File: config.mk
export PLATFORM = sky130hd
export DESIGN_NAME = mem_arbiter
export DESIGN_NICKNAME = d
export VERILOG_FILES = /design/src/rtl/mem_arbiter_pkg.sv /design/src/rtl/mem_mask_scan.sv /design/src/rtl/mem_arbiter.sv
export SDC_FILE = /design/constraint.sdc
export NUM_CORES = 1
export LEC_CHECK = 0
export ABC_AREA = 1
export BUFFER_PORTS_ARGS = -buffer_cell sky130_fd_sc_hd__buf_2
export CAP_MARGIN = 15
export CORE_ASPECT_RATIO = 2
export CORE_MARGIN = 5
export CORE_UTILIZATION = 35
export DETAILED_ROUTE_END_ITERATION = 10
export GPL_ROUTABILITY_DRIVEN = 1
export PLACE_DENSITY = 0.66
export SETUP_SLACK_MARGIN = 0.3
export SYNTH_ARGS = -nofsm -noshare
export SYNTH_HDL_FRONTEND = slang
export SYNTH_HIERARCHICAL = 1
export SYNTH_SLANG_ARGS = --single-unit
export TNS_END_PERCENT = 100
File: constraint.sdc
create_clock -name clk -period 2.17 [get_ports clk]
set_input_delay 0.217 -clock clk [delete_from_list [all_inputs] [get_ports clk]]
set_output_delay 0.217 -clock clk [all_outputs]
set_load 0.02 [all_outputs]
File: src/rtl/mem_arbiter_pkg.sv
// Shared types and constants for the byte-serialising memory arbiter.
// Holds FSM encoding, requester IDs, lane/step widths and read latency.
package mem_arbiter_pkg;

    typedef enum logic [1:0] {
        ST_IDLE = 2'd0,
        ST_RD   = 2'd1,
        ST_WR   = 2'd2,
        ST_DONE = 2'd3
    } state_e;

    typedef enum logic {
        REQ_IF = 1'b0,
        REQ_ME = 1'b1
    } req_e;

    localparam int BYTE_CNT_W = 2;
    typedef logic [BYTE_CNT_W-1:0] lane_t;

    // External RAM returns data this many cycles after the address is driven.
    localparam int READ_LAT = 1;

    typedef logic [2:0] step_t;
    localparam step_t RD_LAT_STEP  = step_t'(READ_LAT);
    localparam step_t RD_ADDR_LAST = step_t'(3);
    localparam step_t RD_LAST_STEP = step_t'(3 + READ_LAT);

    function automatic lane_t first_lane(input logic [3:0] mask);
        lane_t lane;
        lane = '0;
        for (int k = 3; k >= 0; k--) begin
            if (mask[k]) lane = lane_t'(k);
        end
        return lane;
    endfunction

    function automatic logic [7:0] lane_byte(input logic [31:0] word, input lane_t lane);
        return word[{lane, 3'b000} +: 8];
    endfunction

endpackage

File: src/rtl/mem_mask_scan.sv
// Combinational lane scanner: finds the next set mask bit above the current lane
// and flags when the current lane is the last one to be written.
module mem_mask_scan
    import mem_arbiter_pkg::*;
(
    input  logic [3:0]            mask_i,
    input  logic [BYTE_CNT_W-1:0] lane_i,
    output logic [BYTE_CNT_W-1:0] next_lane_o,
    output logic                  last_o
);

    // NOTE: every combinational output gets a default first so no path can infer a latch.
    always_comb begin
        next_lane_o = lane_i;
        last_o      = 1'b1;
        // Descending walk so the lowest qualifying lane is the one that sticks.
        for (int k = 3; k >= 0; k--) begin
            if (k > int'(lane_i) && mask_i[k]) begin
                next_lane_o = lane_t'(k);
                last_o      = 1'b0;
            end
        end
    end

endmodule

File: src/rtl/mem_arbiter.sv
// Shares one byte-wide RAM port between IF (read) and ME (load/store), serialising words into bytes.
// Define MEM_ARBITER_ROUND_ROBIN_EN to alternate grants on IF/ME ties instead of fixed ME priority.
module mem_arbiter
    import mem_arbiter_pkg::*;
#(
    parameter int MEM_ADDR_WIDTH = 17
) (
    input  logic                      clk,
    input  logic                      rst,
    input  logic                      if_r_enable,
    input  logic [31:0]               if_addr,
    output logic [31:0]               if_data,
    output logic                      if_busy,
    output logic                      if_done,
    input  logic                      me_r_enable,
    input  logic                      me_w_enable,
    input  logic [3:0]                me_w_mask,
    input  logic [31:0]               me_w_data,
    input  logic [31:0]               me_addr,
    output logic [31:0]               me_r_data,
    output logic                      me_busy,
    output logic                      me_done,
    output logic [MEM_ADDR_WIDTH-1:0] mem_a,
    output logic                      mem_wr,
    output logic [7:0]                mem_dout,
    input  logic [7:0]                mem_din
);

    localparam int WORD_W = MEM_ADDR_WIDTH - 2;

    state_e                    state_q, state_d;
    req_e                      owner_q, owner_d;
    logic [WORD_W-1:0]         word_q, word_d;
    logic [3:0]                mask_q, mask_d;
    logic [31:0]               wdata_q, wdata_d;
    lane_t                     lane_q, lane_d;
    step_t                     step_q, step_d;
    logic [31:0]               rd_word_q, rd_word_d;
    logic [MEM_ADDR_WIDTH-1:0] mem_a_q, mem_a_d;
    logic [7:0]                mem_dout_q, mem_dout_d;
    logic [31:0]               if_data_q, if_data_d;
    logic [31:0]               me_data_q, me_data_d;

    logic  me_req;
    logic  grant_me;
    lane_t scan_next;
    logic  scan_last;
    lane_t cap_lane;

    // Word-aligned request addresses keep only the in-range word index.
    logic unused_addr_bits;
    assign unused_addr_bits = ^{if_addr[31:MEM_ADDR_WIDTH], if_addr[1:0],
                                me_addr[31:MEM_ADDR_WIDTH], me_addr[1:0]};

    assign me_req = me_r_enable | me_w_enable;

`ifdef MEM_ARBITER_ROUND_ROBIN_EN
    req_e last_q, last_d;
    assign grant_me = me_req && (!if_r_enable || last_q == REQ_IF);
`else
    assign grant_me = me_req;
`endif

    mem_mask_scan u_scan (
        .mask_i      (mask_q),
        .lane_i      (lane_q),
        .next_lane_o (scan_next),
        .last_o      (scan_last)
    );

    always_comb begin
        state_d    = state_q;
        owner_d    = owner_q;
        word_d     = word_q;
        mask_d     = mask_q;
        wdata_d    = wdata_q;
        lane_d     = lane_q;
        step_d     = step_q;
        rd_word_d  = rd_word_q;
        mem_a_d    = mem_a_q;
        mem_dout_d = mem_dout_q;
        if_data_d  = if_data_q;
        me_data_d  = me_data_q;
        cap_lane   = '0;

        case (state_q)
            ST_IDLE: begin
                if (grant_me) begin
                    owner_d = REQ_ME;
                    word_d  = me_addr[MEM_ADDR_WIDTH-1:2];
                    if (me_w_enable) begin
                        mask_d  = me_w_mask;
                        wdata_d = me_w_data;
                        if (me_w_mask == 4'b0000) begin
                            state_d = ST_DONE;
                        end else begin
                            state_d    = ST_WR;
                            lane_d     = first_lane(me_w_mask);
                            mem_a_d    = {me_addr[MEM_ADDR_WIDTH-1:2], lane_d};
                            mem_dout_d = lane_byte(me_w_data, lane_d);
                        end
                    end else begin
                        state_d = ST_RD;
                        step_d  = '0;
                        mem_a_d = {me_addr[MEM_ADDR_WIDTH-1:2], 2'b00};
                    end
                end else if (if_r_enable) begin
                    owner_d = REQ_IF;
                    word_d  = if_addr[MEM_ADDR_WIDTH-1:2];
                    state_d = ST_RD;
                    step_d  = '0;
                    mem_a_d = {if_addr[MEM_ADDR_WIDTH-1:2], 2'b00};
                end
            end

            ST_RD: begin
                step_d = step_q + step_t'(1);
                if (step_q < RD_ADDR_LAST) mem_a_d = {word_q, step_d[1:0]};
                // Capture trails the address by READ_LAT cycles.
                if (step_q >= RD_LAT_STEP) begin
                    cap_lane = lane_t'(step_q - RD_LAT_STEP);
                    rd_word_d[{cap_lane, 3'b000} +: 8] = mem_din;
                end
                if (step_q == RD_LAST_STEP) begin
                    state_d = ST_DONE;
                    if (owner_q == REQ_IF) if_data_d = rd_word_d;
                    else                   me_data_d = rd_word_d;
                end
            end

            ST_WR: begin
                if (scan_last) begin
                    state_d = ST_DONE;
                end else begin
                    lane_d     = scan_next;
                    mem_a_d    = {word_q, scan_next};
                    mem_dout_d = lane_byte(wdata_q, scan_next);
                end
            end

            default: state_d = ST_IDLE;
        endcase
    end

`ifdef MEM_ARBITER_ROUND_ROBIN_EN
    always_comb begin
        last_d = last_q;
        if (state_q == ST_IDLE && state_d != ST_IDLE) last_d = owner_d;
    end
`endif

    // NOTE: reset is synchronous, so it lives inside the clocked branch rather than the sensitivity list.
    always_ff @(posedge clk) begin
        if (rst) begin
            state_q    <= ST_IDLE;
            owner_q    <= REQ_IF;
            word_q     <= '0;
            mask_q     <= '0;
            wdata_q    <= '0;
            lane_q     <= '0;
            step_q     <= '0;
            rd_word_q  <= '0;
            mem_a_q    <= '0;
            mem_dout_q <= '0;
            if_data_q  <= '0;
            me_data_q  <= '0;
`ifdef MEM_ARBITER_ROUND_ROBIN_EN
            last_q     <= REQ_IF;
`endif
        end else begin
            state_q    <= state_d;
            owner_q    <= owner_d;
            word_q     <= word_d;
            mask_q     <= mask_d;
            wdata_q    <= wdata_d;
            lane_q     <= lane_d;
            step_q     <= step_d;
            rd_word_q  <= rd_word_d;
            mem_a_q    <= mem_a_d;
            mem_dout_q <= mem_dout_d;
            if_data_q  <= if_data_d;
            me_data_q  <= me_data_d;
`ifdef MEM_ARBITER_ROUND_ROBIN_EN
            last_q     <= last_d;
`endif
        end
    end

    assign if_done   = (state_q == ST_DONE) && (owner_q == REQ_IF);
    assign me_done   = (state_q == ST_DONE) && (owner_q == REQ_ME);
    assign if_busy   = (state_q != ST_IDLE) && !if_done;
    assign me_busy   = (state_q != ST_IDLE) && !me_done;
    assign if_data   = if_data_q;
    assign me_r_data = me_data_q;
    assign mem_a     = mem_a_q;
    assign mem_wr    = (state_q == ST_WR);
    assign mem_dout  = mem_dout_q;

endmodule

==> flow_metrics.env <==
export IMPL_outcome="completed"
export IMPL_grt_pass1_wl_um=41900
export IMPL_synth_cells=1291
export IMPL_worst_path_buf_inv=3
export IMPL_synth_avg_cell_area_um2=6.75
export IMPL_finalCritPeriodShare=0.849
export IMPL_ctsHtreeMaxLevel=4
export IMPL_grt_max_degree=59
export IMPL_end_kind="output pin"
export IMPL_core_mm2=0.0245
export IMPL_overflow=0
export IMPL_rsz0062_at_grt="yes"
export IMPL_antenna_found_initial=0
export IMPL_cp_slowest_stage_delay_ns=0.37
export IMPL_critPathArrivalTime_ns=1.62
export IMPL_slew_violations=0
export IMPL_syn_num_nets=1415
export IMPL_slew_headroom=0.624
export IMPL_dpl_instance_area_mm2=0.00992
export IMPL_ios=207
export IMPL_worstPathRequired_ns=1.95
export IMPL_clkSinkCount=179
export IMPL_hold_viol_final=0
export IMPL_grt_usage=0.190
export IMPL_register_area_mm2=0.00359
export IMPL_setup_tns_ns=0
export IMPL_ys_warn_count=6
export IMPL_clk_latency_ns=0.46
export IMPL_vias=8565
export IMPL_finClkSkew_ns=0.00806
export IMPL_postRouteAntennaNets=0
export IMPL_startpoint_type="flop"
export IMPL_wl_per_cell_um=15.0
export IMPL_path_class="reg2out"
export IMPL_min_delay_path_class="in2reg"
export IMPL_die_x_um=122
export IMPL_multi_input_area_mm2=0.00405
export IMPL_drc=0
export IMPL_powerDensity_mw_per_mm2=1170
export IMPL_worst_path_max_delay_cell="dfxtp_4"
export IMPL_first_iter_violations=672
export IMPL_leakagePower_nw=5.60
export IMPL_cts_max_path_buffers=2
export IMPL_post_route_util=0.442
export IMPL_drive_gt1_frac=0.203
export IMPL_cts_tree="built"
export IMPL_wl_um=27000
export IMPL_gp_congestion=0.868
export IMPL_hold_ws_ns=0.0296
export IMPL_cts_root_buf="clkbuf_16"
export IMPL_instances_no_fill=1798
export IMPL_grt_pass1_vias=8140
export IMPL_syn_cell_area_mm2=0.00871
export IMPL_port_buffer_count=172
export IMPL_die_y_um=233
export IMPL_fin_area_mm2=0.0108
export IMPL_setup_viol=0
export IMPL_fmax_mhz=543
export IMPL_min_period_ns=1.84
export IMPL_timing_final_ws_setup_ns=0.328
export IMPL_area_delta_synth_final_pct=24.5
export IMPL_firstDrtPassIters=5
export IMPL_rows=81
export IMPL_dieArea_mm2=0.0283
export IMPL_dp_slack_ns=0.155
export IMPL_fill_cells=2629
export IMPL_worstPathMaxFanout=12
export IMPL_path_clk_slew_ns=0.07
export IMPL_cts_buffers=17
export IMPL_start_util=0.355
export IMPL_hpwlAfterDp_um=19400
export IMPL_antenna_cells=0
export IMPL_crit_chain="inv_1 > ha_1 > buf_4 > buf_2"
export IMPL_peakVddDrop_uv=783
export IMPL_critPathTopFamily="buffers and inverters"
export IMPL_vias_per_cell=4.76
export IMPL_final_nets=1577
export IMPL_dp_cells=1752
export IMPL_total_power_mw=12.7
export IMPL_worstMarginPinSlew_ns=0.564
export IMPL_cap_viol_max_count=0
-- power by group --
part | internal, mW | switching (mW)
combinational | 1.80 | 3.32
sequential | 4.03 | 0.373
clock | 1.83 | 1.36
-- layer usage --
metal,vias up,wire length [µm],track usage
met5,-,0,0
met2,188,15400,0.370
met1,3894,9590,0.187
met4,0,1040,0.102
li1,4427,-,-
met3,56,927,0.0298
-- cells in the final DEF (no fill, tap or decap), drive strengths merged --
cell	n
a211oi	1
buf	214
nand2	189
dlygate4sd3	3
o22ai	23
dfxtp	179
o21a	1
a31oi	2
ha	11
clkinv	10
xnor2	1
clkbuf	23
nand3b	1
nor3	12
a21oi	87
o211ai	25
nor2	191
nand4	4
inv	221
clkinvlp	4
o21ai	112
a21o	21
nand3	129
bufinv	2
-- layout make-up --
| class | instances | area share |
|---|---|---|
| clock buffer | 22 | 0.0446 |
| clock inverter | 10 | 0.0113 |
| inverter | 227 | 0.0796 |
| multi-input combinational | 810 | 0.374 |
| sequential | 179 | 0.331 |
| tap | 332 | 0.0383 |
| timing repair buffer | 218 | 0.122 |
-- timing repair --
item	4_1_cts	5_1_grt
setup endpoints to repair	69	83
gates resized for setup	20	19
pin swaps	0	1
hold buffers	3	0
buffers inserted	1	8
endpoints found under the hold margin	3	0
gates cloned	1	1
-- final timing paths --
path / to / depth (start not counted) / slack (ns) / start
max: mem_wr / 4 / 0.33 / state_q[0]
min: wdata_q[17] / 3 / 0.03 / me_w_data[17]
max reg2reg: me_r_data[28] / 8 / 0.38 / step_q[0]
min reg2reg: wdata_q[26] / 2 / 0.45 / wdata_q[26]
-- tightest hold or removal path: cells and delay by family --
kind	cells	cell delay, ns
AO/OA/AOI/OAI	1	0.11
buffers and inverters	2	0.12
-- state kept, by name, indices dropped and copies added, names as in the netlist, 3 cells and up --
| register | flops |
|---|---|
| step_q | 3 |
| rd_word_q | 32 |
| mask_q | 3 |
| me_r_data | 32 |
| wdata_q | 32 |
| mem_a | 17 |
| if_data | 32 |
| word_q | 15 |
| mem_dout | 8 |
(Power assumes the default switching activity.)
